==> config.mk <==
export PLATFORM = sky130hd
export DESIGN_NAME = ddr_init_seq_flat
export DESIGN_NICKNAME = d
export VERILOG_FILES = /design/src/rtl/ddr_init_seq_if.sv /design/src/rtl/ddr_init_seq.sv /design/src/flat_wrapper.sv
export SDC_FILE = /design/constraint.sdc
export NUM_CORES = 1
export LEC_CHECK = 0
export BUFFER_PORTS_ARGS = -buffer_cell sky130_fd_sc_hd__buf_2
export CORE_ASPECT_RATIO = 1.2
export CORE_MARGIN = 1
export CORE_UTILIZATION = 63
export DETAILED_ROUTE_END_ITERATION = 8
export PLACE_DENSITY = 0.82
export RECOVER_POWER = 25
export SETUP_SLACK_MARGIN = 0.4
export SLEW_MARGIN = 20
export SYNTH_ARGS = -nofsm -noshare
export SYNTH_HDL_FRONTEND = slang
export SYNTH_SLANG_ARGS = --single-unit
export TNS_END_PERCENT = 1
==> constraint.sdc <==
create_clock -name clk -period 3.66 [get_ports clk]
set_input_delay 0.549 -clock clk [delete_from_list [all_inputs] [get_ports clk]]
set_output_delay 0.549 -clock clk [all_outputs]
set_load 0.05 [all_outputs]
==> src/rtl/ddr_init_seq_if.sv <==
// Memory command bus driven by the DDR power-up sequencer.
// The sequencer owns the bus (master) until initDone; observers use the slave view.
interface ddr_init_seq_if;
    logic        cke;
    logic        csN;
    logic        rasN;
    logic        casN;
    logic        weN;
    logic [1:0]  ba;
    logic [12:0] addr;
    logic        initDone;

    modport master (
        output cke, csN, rasN, casN, weN, ba, addr, initDone
    );

    modport slave (
        input  cke, csN, rasN, casN, weN, ba, addr, initDone
    );
endinterface

==> src/rtl/ddr_init_seq.sv <==
// DDR SDRAM power-up / initialisation sequencer: CKE hold-off, PRECHARGE, EMR/MR loads,
// two AUTO REFRESHes, DLL lock wait, then a sticky initDone until the next reset.
module ddr_init_seq #(
    parameter int unsigned POWERUP_CYCLES = 26600,
    parameter int unsigned TRP            = 3,
    parameter int unsigned TMRD           = 2,
    parameter int unsigned TRFC           = 10,
    parameter int unsigned DLL_CYCLES     = 200,
    parameter logic [12:0] MODE_VALUE     = 13'h022,
    parameter logic [12:0] EMR_VALUE      = 13'h000
) (
    input  logic           clk,
    input  logic           rst,
    ddr_init_seq_if.master bus
);

    typedef enum logic [3:0] {
        ST_PWRUP   = 4'd0,
        ST_CKEHI   = 4'd1,
        ST_PRE1    = 4'd2,
        ST_EMR     = 4'd3,
        ST_MRRST   = 4'd4,
        ST_PRE2    = 4'd5,
        ST_REF1    = 4'd6,
        ST_REF2    = 4'd7,
        ST_MR      = 4'd8,
        ST_DLLWAIT = 4'd9,
        ST_DONE    = 4'd10
    } state_e;

    localparam logic [3:0]  CMD_NOP = 4'b0111;
    localparam logic [3:0]  CMD_PRE = 4'b0010;
    localparam logic [3:0]  CMD_REF = 4'b0001;
    localparam logic [3:0]  CMD_LMR = 4'b0000;

    localparam logic [15:0] PWR_LAST = 16'(POWERUP_CYCLES);
    localparam logic [15:0] TRP_M1   = 16'(TRP - 32'd1);
    localparam logic [15:0] TMRD_M1  = 16'(TMRD - 32'd1);
    localparam logic [15:0] TRFC_M1  = 16'(TRFC - 32'd1);
    localparam logic [15:0] DLL_SAT  = 16'(DLL_CYCLES);

    // Base mode register with the DLL-reset bit (A8) overridden.
    function automatic logic [12:0] mode_addr(input logic dll_rst);
        mode_addr = {MODE_VALUE[12:9], dll_rst, MODE_VALUE[7:0]};
    endfunction

    state_e      state_q,     state_d;
    logic [15:0] pwr_cnt_q,   pwr_cnt_d;
    logic [15:0] wait_q,      wait_d;
    logic [15:0] dll_cnt_q,   dll_cnt_d;
    logic        cke_q,       cke_d;
    logic [3:0]  cmd_q,       cmd_d;
    logic [1:0]  ba_q,        ba_d;
    logic [12:0] addr_q,      addr_d;
    logic        init_done_q, init_done_d;

    logic        wait_done_s;
    logic        dll_ok_s;
    logic        enter_s;

    // State, counter and output registers with synchronous reset.
    always_ff @(posedge clk) begin
        if (rst) begin
            state_q     <= ST_PWRUP;
            pwr_cnt_q   <= 16'd0;
            wait_q      <= 16'd0;
            dll_cnt_q   <= 16'd0;
            cke_q       <= 1'b0;
            cmd_q       <= CMD_NOP;
            ba_q        <= 2'b00;
            addr_q      <= 13'd0;
            init_done_q <= 1'b0;
        end else begin
            state_q     <= state_d;
            pwr_cnt_q   <= pwr_cnt_d;
            wait_q      <= wait_d;
            dll_cnt_q   <= dll_cnt_d;
            cke_q       <= cke_d;
            cmd_q       <= cmd_d;
            ba_q        <= ba_d;
            addr_q      <= addr_d;
            init_done_q <= init_done_d;
        end
    end

    // Next-state and counter logic; each command state holds for its full spacing.
    always_comb begin
        state_d     = state_q;
        pwr_cnt_d   = pwr_cnt_q;
        wait_d      = wait_q;
        dll_cnt_d   = dll_cnt_q;
        wait_done_s = (wait_q == 16'd0);

        // DLL counter runs from the DLL-reset load onwards and saturates.
        if ((state_q inside {ST_MRRST, ST_PRE2, ST_REF1, ST_REF2, ST_MR, ST_DLLWAIT, ST_DONE})
            && (dll_cnt_q < DLL_SAT)) begin
            dll_cnt_d = dll_cnt_q + 16'd1;
        end else begin
            dll_cnt_d = dll_cnt_q;
        end
        dll_ok_s = (dll_cnt_d >= DLL_SAT);

        case (state_q)
            ST_PWRUP: begin
                if (pwr_cnt_q == PWR_LAST) begin
                    state_d = ST_CKEHI;
                end else begin
                    pwr_cnt_d = pwr_cnt_q + 16'd1;
                end
            end
            ST_CKEHI: begin
                state_d = ST_PRE1;
                wait_d  = TRP_M1;
            end
            ST_PRE1: begin
                if (wait_done_s) begin
                    state_d = ST_EMR;
                    wait_d  = TMRD_M1;
                end else begin
                    wait_d  = wait_q - 16'd1;
                end
            end
            ST_EMR: begin
                if (wait_done_s) begin
                    state_d   = ST_MRRST;
                    wait_d    = TMRD_M1;
                    dll_cnt_d = 16'd0;
                end else begin
                    wait_d    = wait_q - 16'd1;
                end
            end
            ST_MRRST: begin
                if (wait_done_s) begin
                    state_d = ST_PRE2;
                    wait_d  = TRP_M1;
                end else begin
                    wait_d  = wait_q - 16'd1;
                end
            end
            ST_PRE2: begin
                if (wait_done_s) begin
                    state_d = ST_REF1;
                    wait_d  = TRFC_M1;
                end else begin
                    wait_d  = wait_q - 16'd1;
                end
            end
            ST_REF1: begin
                if (wait_done_s) begin
                    state_d = ST_REF2;
                    wait_d  = TRFC_M1;
                end else begin
                    wait_d  = wait_q - 16'd1;
                end
            end
            ST_REF2: begin
                if (wait_done_s) begin
                    state_d = ST_MR;
                    wait_d  = TMRD_M1;
                end else begin
                    wait_d  = wait_q - 16'd1;
                end
            end
            ST_MR: begin
                if (wait_done_s) begin
                    state_d = dll_ok_s ? ST_DONE : ST_DLLWAIT;
                end else begin
                    wait_d  = wait_q - 16'd1;
                end
            end
            ST_DLLWAIT: begin
                if (dll_ok_s) begin
                    state_d = ST_DONE;
                end else begin
                    state_d = ST_DLLWAIT;
                end
            end
            ST_DONE: begin
                state_d = ST_DONE;
            end
            default: begin
                state_d = ST_PWRUP;
            end
        endcase
    end

    // Registered-output values: a command appears only on the cycle its state is entered.
    always_comb begin
        enter_s     = (state_d != state_q);
        cke_d       = (state_d != ST_PWRUP);
        cmd_d       = CMD_NOP;
        ba_d        = 2'b00;
        addr_d      = 13'd0;
        init_done_d = (state_d == ST_DONE);

        if (enter_s) begin
            case (state_d)
                ST_PRE1, ST_PRE2: begin
                    cmd_d  = CMD_PRE;
                    addr_d = 13'h0400;
                end
                ST_EMR: begin
                    cmd_d  = CMD_LMR;
                    ba_d   = 2'b01;
                    addr_d = EMR_VALUE;
                end
                ST_MRRST: begin
                    cmd_d  = CMD_LMR;
                    addr_d = mode_addr(1'b1);
                end
                ST_REF1, ST_REF2: begin
                    cmd_d  = CMD_REF;
                end
                ST_MR: begin
                    cmd_d  = CMD_LMR;
                    addr_d = mode_addr(1'b0);
                end
                default: begin
                    cmd_d  = CMD_NOP;
                end
            endcase
        end else begin
            cmd_d = CMD_NOP;
        end
    end

    assign bus.cke      = cke_q;
    assign bus.csN      = cmd_q[3];
    assign bus.rasN     = cmd_q[2];
    assign bus.casN     = cmd_q[1];
    assign bus.weN      = cmd_q[0];
    assign bus.ba       = ba_q;
    assign bus.addr     = addr_q;
    assign bus.initDone = init_done_q;

endmodule

==> src/flat_wrapper.sv <==
// flat-port wrapper written by rule: the top's interface ports become plain ports
module ddr_init_seq_flat 
#(
    parameter int unsigned POWERUP_CYCLES = 26600,
    parameter int unsigned TRP            = 3,
    parameter int unsigned TMRD           = 2,
    parameter int unsigned TRFC           = 10,
    parameter int unsigned DLL_CYCLES     = 200,
    parameter logic [12:0] MODE_VALUE     = 13'h022,
    parameter logic [12:0] EMR_VALUE      = 13'h000
)
  (clk, rst, bus_cke, bus_csN, bus_rasN, bus_casN, bus_weN, bus_ba, bus_addr, bus_initDone);
  ddr_init_seq_if bus_i ();
  input  logic clk;
  input  logic rst;
  output wire logic [$bits(bus_i.cke)-1:0] bus_cke;
  output wire logic [$bits(bus_i.csN)-1:0] bus_csN;
  output wire logic [$bits(bus_i.rasN)-1:0] bus_rasN;
  output wire logic [$bits(bus_i.casN)-1:0] bus_casN;
  output wire logic [$bits(bus_i.weN)-1:0] bus_weN;
  output wire logic [$bits(bus_i.ba)-1:0] bus_ba;
  output wire logic [$bits(bus_i.addr)-1:0] bus_addr;
  output wire logic [$bits(bus_i.initDone)-1:0] bus_initDone;
  assign bus_cke = bus_i.cke;
  assign bus_csN = bus_i.csN;
  assign bus_rasN = bus_i.rasN;
  assign bus_casN = bus_i.casN;
  assign bus_weN = bus_i.weN;
  assign bus_ba = bus_i.ba;
  assign bus_addr = bus_i.addr;
  assign bus_initDone = bus_i.initDone;
  ddr_init_seq #(.POWERUP_CYCLES(POWERUP_CYCLES), .TRP(TRP), .TMRD(TMRD), .TRFC(TRFC), .DLL_CYCLES(DLL_CYCLES), .MODE_VALUE(MODE_VALUE), .EMR_VALUE(EMR_VALUE)) u_core (.clk(clk), .rst(rst), .bus(bus_i));
endmodule
* Word level (Yosys, flattened, before mapping)
Cells that the tools add are included.
** Storage, ports and cells
- Bits in registers :: 73
- Output and inout port bits :: 21
- Input port bits :: 2
** Cells by class
- Multiplexer cells :: 21
- $lt $le $gt $ge :: 2
- Eq/ne operators :: 21
- Reduce and logical (&&, ||, !) cells :: 14
- Add/subtract/negate cells :: 3
- Bitwise operators :: 2
** Operators with widths (count)
- $mux W16 :: 7
- $pmux W16 S5 :: 1
- $pmux W4 S11 :: 1
- $pmux W11 S3 :: 1
- $add A16 B1 Y16 const B :: 2
- $eq A4 B3 Y1 const B :: 8
- $mux W4 :: 8
- $eq A4 B4 Y1 const B :: 5
- $eq A16 B15 Y1 const B :: 1
- $eq A4 B2 Y1 const B :: 4
- $ge A16 B8 Y1 const B :: 1
- $logic_not A16 Y1 :: 1
- $lt A16 B8 Y1 const B :: 1
- $sub A16 B1 Y16 const B :: 1
- $pmux W3 S3 :: 1
- $reduce_or A2 Y1 :: 4
- $reduce_bool A7 Y1 :: 1
- $reduce_or A3 Y1 :: 2
- $reduce_bool A5 Y1 :: 1
- $eq A4 B1 Y1 const B :: 1
- $logic_not A4 Y1 :: 1
- $ne A4 B4 Y1 :: 1
- $reduce_and A2 Y1 :: 2
- $reduce_bool A4 Y1 :: 1
- 5 further kinds :: 6

* Logic depth before layout (Yosys ltp)
- Depth after elaboration :: 11
- Depth in mapped cells :: 13
- Mapped depth without buffers :: 10

* Least setup slack after synthesis
OpenSTA, ideal clock, no wires.
- Path kind :: register -> register
- From :: register u_core.wait_q[0]
- To :: register u_core.addr_q[8], in the netlist u_core.bus.addr[8]
- Buffers on the path :: 0
- Setup slack :: 1.226 ns
- Arrival :: 2.306 ns
- Stages on the path, launching flop included :: 11
- Period minus slack after synthesis :: 2.434 ns
- Cell sequence :: dfxtp_1 -> inv_1 -> ha_1 -> nor3b_4 -> and2_2 -> nand2_2 -> or3_1 -> a31o_2 -> mux2_4 -> o31ai_4 -> nor3_1
** Between the ends
- Cells in the longest elaborated chain, start to end :: 6
- Elaborated cells between the ends (all ways) :: 18
** RTL lines
- start: declaration :: line ddr_init_seq.sv:49 : logic [15:0] wait_q, wait_d;
- start signal: assignment :: line ddr_init_seq.sv:76 : wait_q <= wait_d;
- $logic_not A16 Y1 (*) :: line ddr_init_seq.sv:92 : wait_done_s = (wait_q == 16'd0);
- $mux W4, or another cell as far along :: line ddr_init_seq.sv:165 : if (wait_done_s) begin
- $pmux W4 S11 (*) :: line ddr_init_seq.sv:103 : case (state_q)
- $eq A4 B2 Y1, or another cell as far along :: line ddr_init_seq.sv:197 : case (state_d)
- $reduce_or A2 Y1 or $not A1 Y1 (tied branches)
- $pmux W11 S3 or $reduce_or A2 Y1 (tied branches)
- end signal: assignment :: line ddr_init_seq.sv:81 : addr_q <= addr_d;
- end: declaration :: line ddr_init_seq.sv:54 : logic [12:0] addr_q, addr_d;
Mark *: on every way between the ends. The rest lies on a longest branch, timed or not.
A chain may end at the register's enable or synchronous reset.

* Worst setup path in the final report
- From :: register u_core.wait_q[0]
- To :: register u_core.wait_q[7]
** Between the ends
- Cells in the longest elaborated chain, start to end :: 3
- Elaborated cells between the ends (all ways) :: 9
** RTL lines (line)
- $sub A16 B1 Y16 or $logic_not A16 Y1 (tied branches)
- $mux W16, or another cell as far along :: ddr_init_seq.sv:165
- $pmux W16 S5 or $reduce_and A2 Y1 (tied branches)
Several ways; a longest one is shown, not always the timed one. The select of a mux whose other input is x is not followed.

==> run summary <==
Pwr Total - 0.002967 W
post-route ant nets - 0
RD Place Congestion - 0.9013
EDFF count, synth - 0
hold crit path type - reg2reg
max cap viols - 0
vias in the first global route - 2339
setup bufs post-CTS - 0
Via density - 5.909
commonest cells after routing, fill and taps aside - nor2_1 (65), dfxtp_1 (61), nand2_1 (25)
Die ar. - 5307 sq um
Ports - 23
Placed Instances - 434
Lkg Pwr - 1.183 nW
top cell type's share of synthesized area - 38.62%
worst-path cell chain - inv_1, ha_1, nor3b_1, and2_2, nand2_2, a21o_1, o31a_1, a41oi_2, o21ai_1, a21oi_1
CTS tree - yes
Worst path top cell family by delay - compound AO/OA/AOI/OAI gates
Layout area overhead - 5.105%
post-CTS resize count - 0
Crit path depth - 10
Setup crit end kind - register
worst path required time - 3.93 ns
final WL - 6215 microns
run status - finished, final reports clean
largest net degree at the start of global routing - 22
Worst R2R End - u_core.wait_q[7]
WP data arrival - 3.37 ns
buffers and inverters on the worst path - 1
post-synthesis sequential area ratio - 38.62%
setup TNS - 0 ns
detailed-route DRC error count - 0
htree depth - 3
Synth Area per Inst - 8.342 sq um
Cell Area, Synth - 3162 sq um
GR Util All Layers - 24.75%
Cell Rows - 27
Clock Latency Late Sink - 0.34 ns
critical path's slowest cell - a41oi_2
Setup crit start kind - register
Max Transition Viols Final - 0
area occupied by registers - 1221 sq um
top cells by area, synth - dfxtp_1 (39%), nor2_1 (7.7%), a21oi_1 (3.8%)
buffer type at the clock tree root - clkbuf_8
Slew HR - 41.16%
post-synth top area cell - dfxtp_1
clock skew - 0.002721 ns
Post-Syn Instances - 379
initial antenna violation count - 0
IO buf count - 11
die height - 79.61 microns
drt wl/cell - 13.81 microns
commonest non-fill, non-tap cell in the layout - nor2_1
path depth of the worst reg2reg path - 10
final core utilization - 70.77%
ANT cells - 0
Die X-Extent - 66.67 microns
DR vias - 2659
detailed placer's ending HPWL - 4381 microns
FILL cells - 388
crit-path max cell delay - 0.56 ns
FMAX - 322.5 MHz
crit path to - u_core.wait_q[7]
initial core utilization - 67.33%
Setup CP Type - reg2reg
# setup viols final - 0
minimum clock period - 3.101 ns
post-synth cell types - 66
GRT overflow - 0
worst slew pin tran - 0.8745 ns
top fanout value on the critical path - 12
RSZ-0062 raised after global routing - false
Synth Register Bits - 61
area of the multi-input gates - 1759 sq um
worst-case clock buffer depth - 2
first-pass GRT wire length - 10090 microns
Tcrit/Tclk final - 84.72%
hold_buf cts - 0
nets - 393
clock transition at the registers of the reported paths - 0.06 ns
Max VDD drop - 0.4751 mV
CTS Buf Count - 9
DRT Pass-1 Iters - 4
final hold slack - 0.4783 ns
Power per Cell Area - 893.0 nW/um^2
final non-filler cell total - 450
Worst R2R Setup Slack - 0.56 ns
CP Launch Point - u_core.wait_q[0]
Num Clock Sinks - 61
RR Startpoint - u_core.wait_q[0]
Core Region - 4696 sq um
Yosys Warn Count - 0
prevailing post-synth register cell - dfxtp_1
share of cells above drive strength 1 - 8.418%
fraction of registers with async set/reset - 0%
drt first-iter violations - 156
final hold vios - 0
==> cell usage after synthesis, types with 2 or more instances <==
master     n
a21o_1     4
xnor2_1   11
a22oi_1    2
nor2b_1    2
or2_1      2
or3_1      5
inv_1     11
nor2_1    65
and2_1    11
dfxtp_1   61
nand3_1   11
o211ai_1   2
o31a_1     2
nand4_1    7
nand2b_1   4
a311oi_2   3
a211oi_1   3
mux2i_1    2
nand4b_1   2
nand3b_1   2
buf_4     14
nor4_1     4
ha_1       4
o21ai_1    5
nor4_2     3
buf_2      2
a21oi_1   24
nand2_1   25
o22ai_1    2
nor3_1    17
o21ai_0   10
clkbuf_1   9
o31ai_1    3
o32ai_1    2
xor2_1    10
a31oi_1    3
==> stage by stage <==
step	area [sq um]	setup slack, ns
final	3323	0.5593
after global routing	3323	0.3093
after global placement	3182	0.8256
after CTS	3353	0.8306
after detailed placement	3182	0.8497
after floorplan	3199	1.226
==> worst min-delay path by stage <==
stage	start	end	slack, ns	depth (start not counted)
after global routing	u_core.dll_cnt_q[14]	u_core.dll_cnt_q[14]	0.50	1
after CTS	u_core.wait_q[1]	u_core.wait_q[1]	0.48	2
after floorplan	u_core.wait_q[1]	u_core.wait_q[1]	0.45	2
after global placement	u_core.dll_cnt_q[11]	u_core.dll_cnt_q[11]	0.46	1
final	u_core.wait_q[1]	u_core.wait_q[1]	0.48	2
after detailed placement	u_core.dll_cnt_q[14]	u_core.dll_cnt_q[14]	0.47	1
==> worst min-delay path, delay by kind of cell (launching register included) <==
family | cells | cell delay [ns]
buffers and inverters | 1 | 0.07
DFF | 1 | 0.31
AOI/OAI and AO/OA | 1 | 0.06
==> logic make-up (layout without fill, tap and decap cells) <==
family          after synthesis  after routing  synth area share (%)
mux                           3              3                 1.108
flops                        61             61                 38.62
other cells                   1             11                0.1186
buf+inv                      37             40                 6.371
compound gates               83             83                 19.11
fa+ha+maj                     4              4                 1.583
xor+xnor                     21             21                 5.817
simple gates                169            169                 27.27
==> area by class of cell <==
cell class | instances | area share [%]
clock buffer | 15 | 5.008
clock inverter | 1 | 0.1506
inverter | 11 | 1.242
multi-input combinational | 291 | 52.94
sequential | 61 | 36.75
tap | 58 | 2.184
timing repair buffer | 13 | 1.732
==> sequential cells by signal, summed over array words and instances (netlist names) <==
name,cells
u_core.dll_cnt_q,16
u_core.pwr_cnt_q,16
u_core.wait_q,16
u_core.state_q,4
u_core.bus.addr,3
u_core.cmd_q,3
u_core.bus.ba,1
u_core.bus.cke,1
u_core.bus.initDone,1
==> where the power goes <==
| group | switching, W | internal (W) |
|---|---|---|
| registers | 0.000138 | 0.000777 |
| logic | 0.00103 | 0.000497 |
| clock network | 0.000241 | 0.000283 |
==> per-layer routing <==
layer	share of wire, %	vias up	track usage (%)
met1	46	1249	31.15
met4	1.1	0	9.574
met2	49	67	40.51
met5	0	-	0
met3	4.1	10	5.571
li1	-	1333	-
Note: power is estimated with default switching activity, not from simulation.
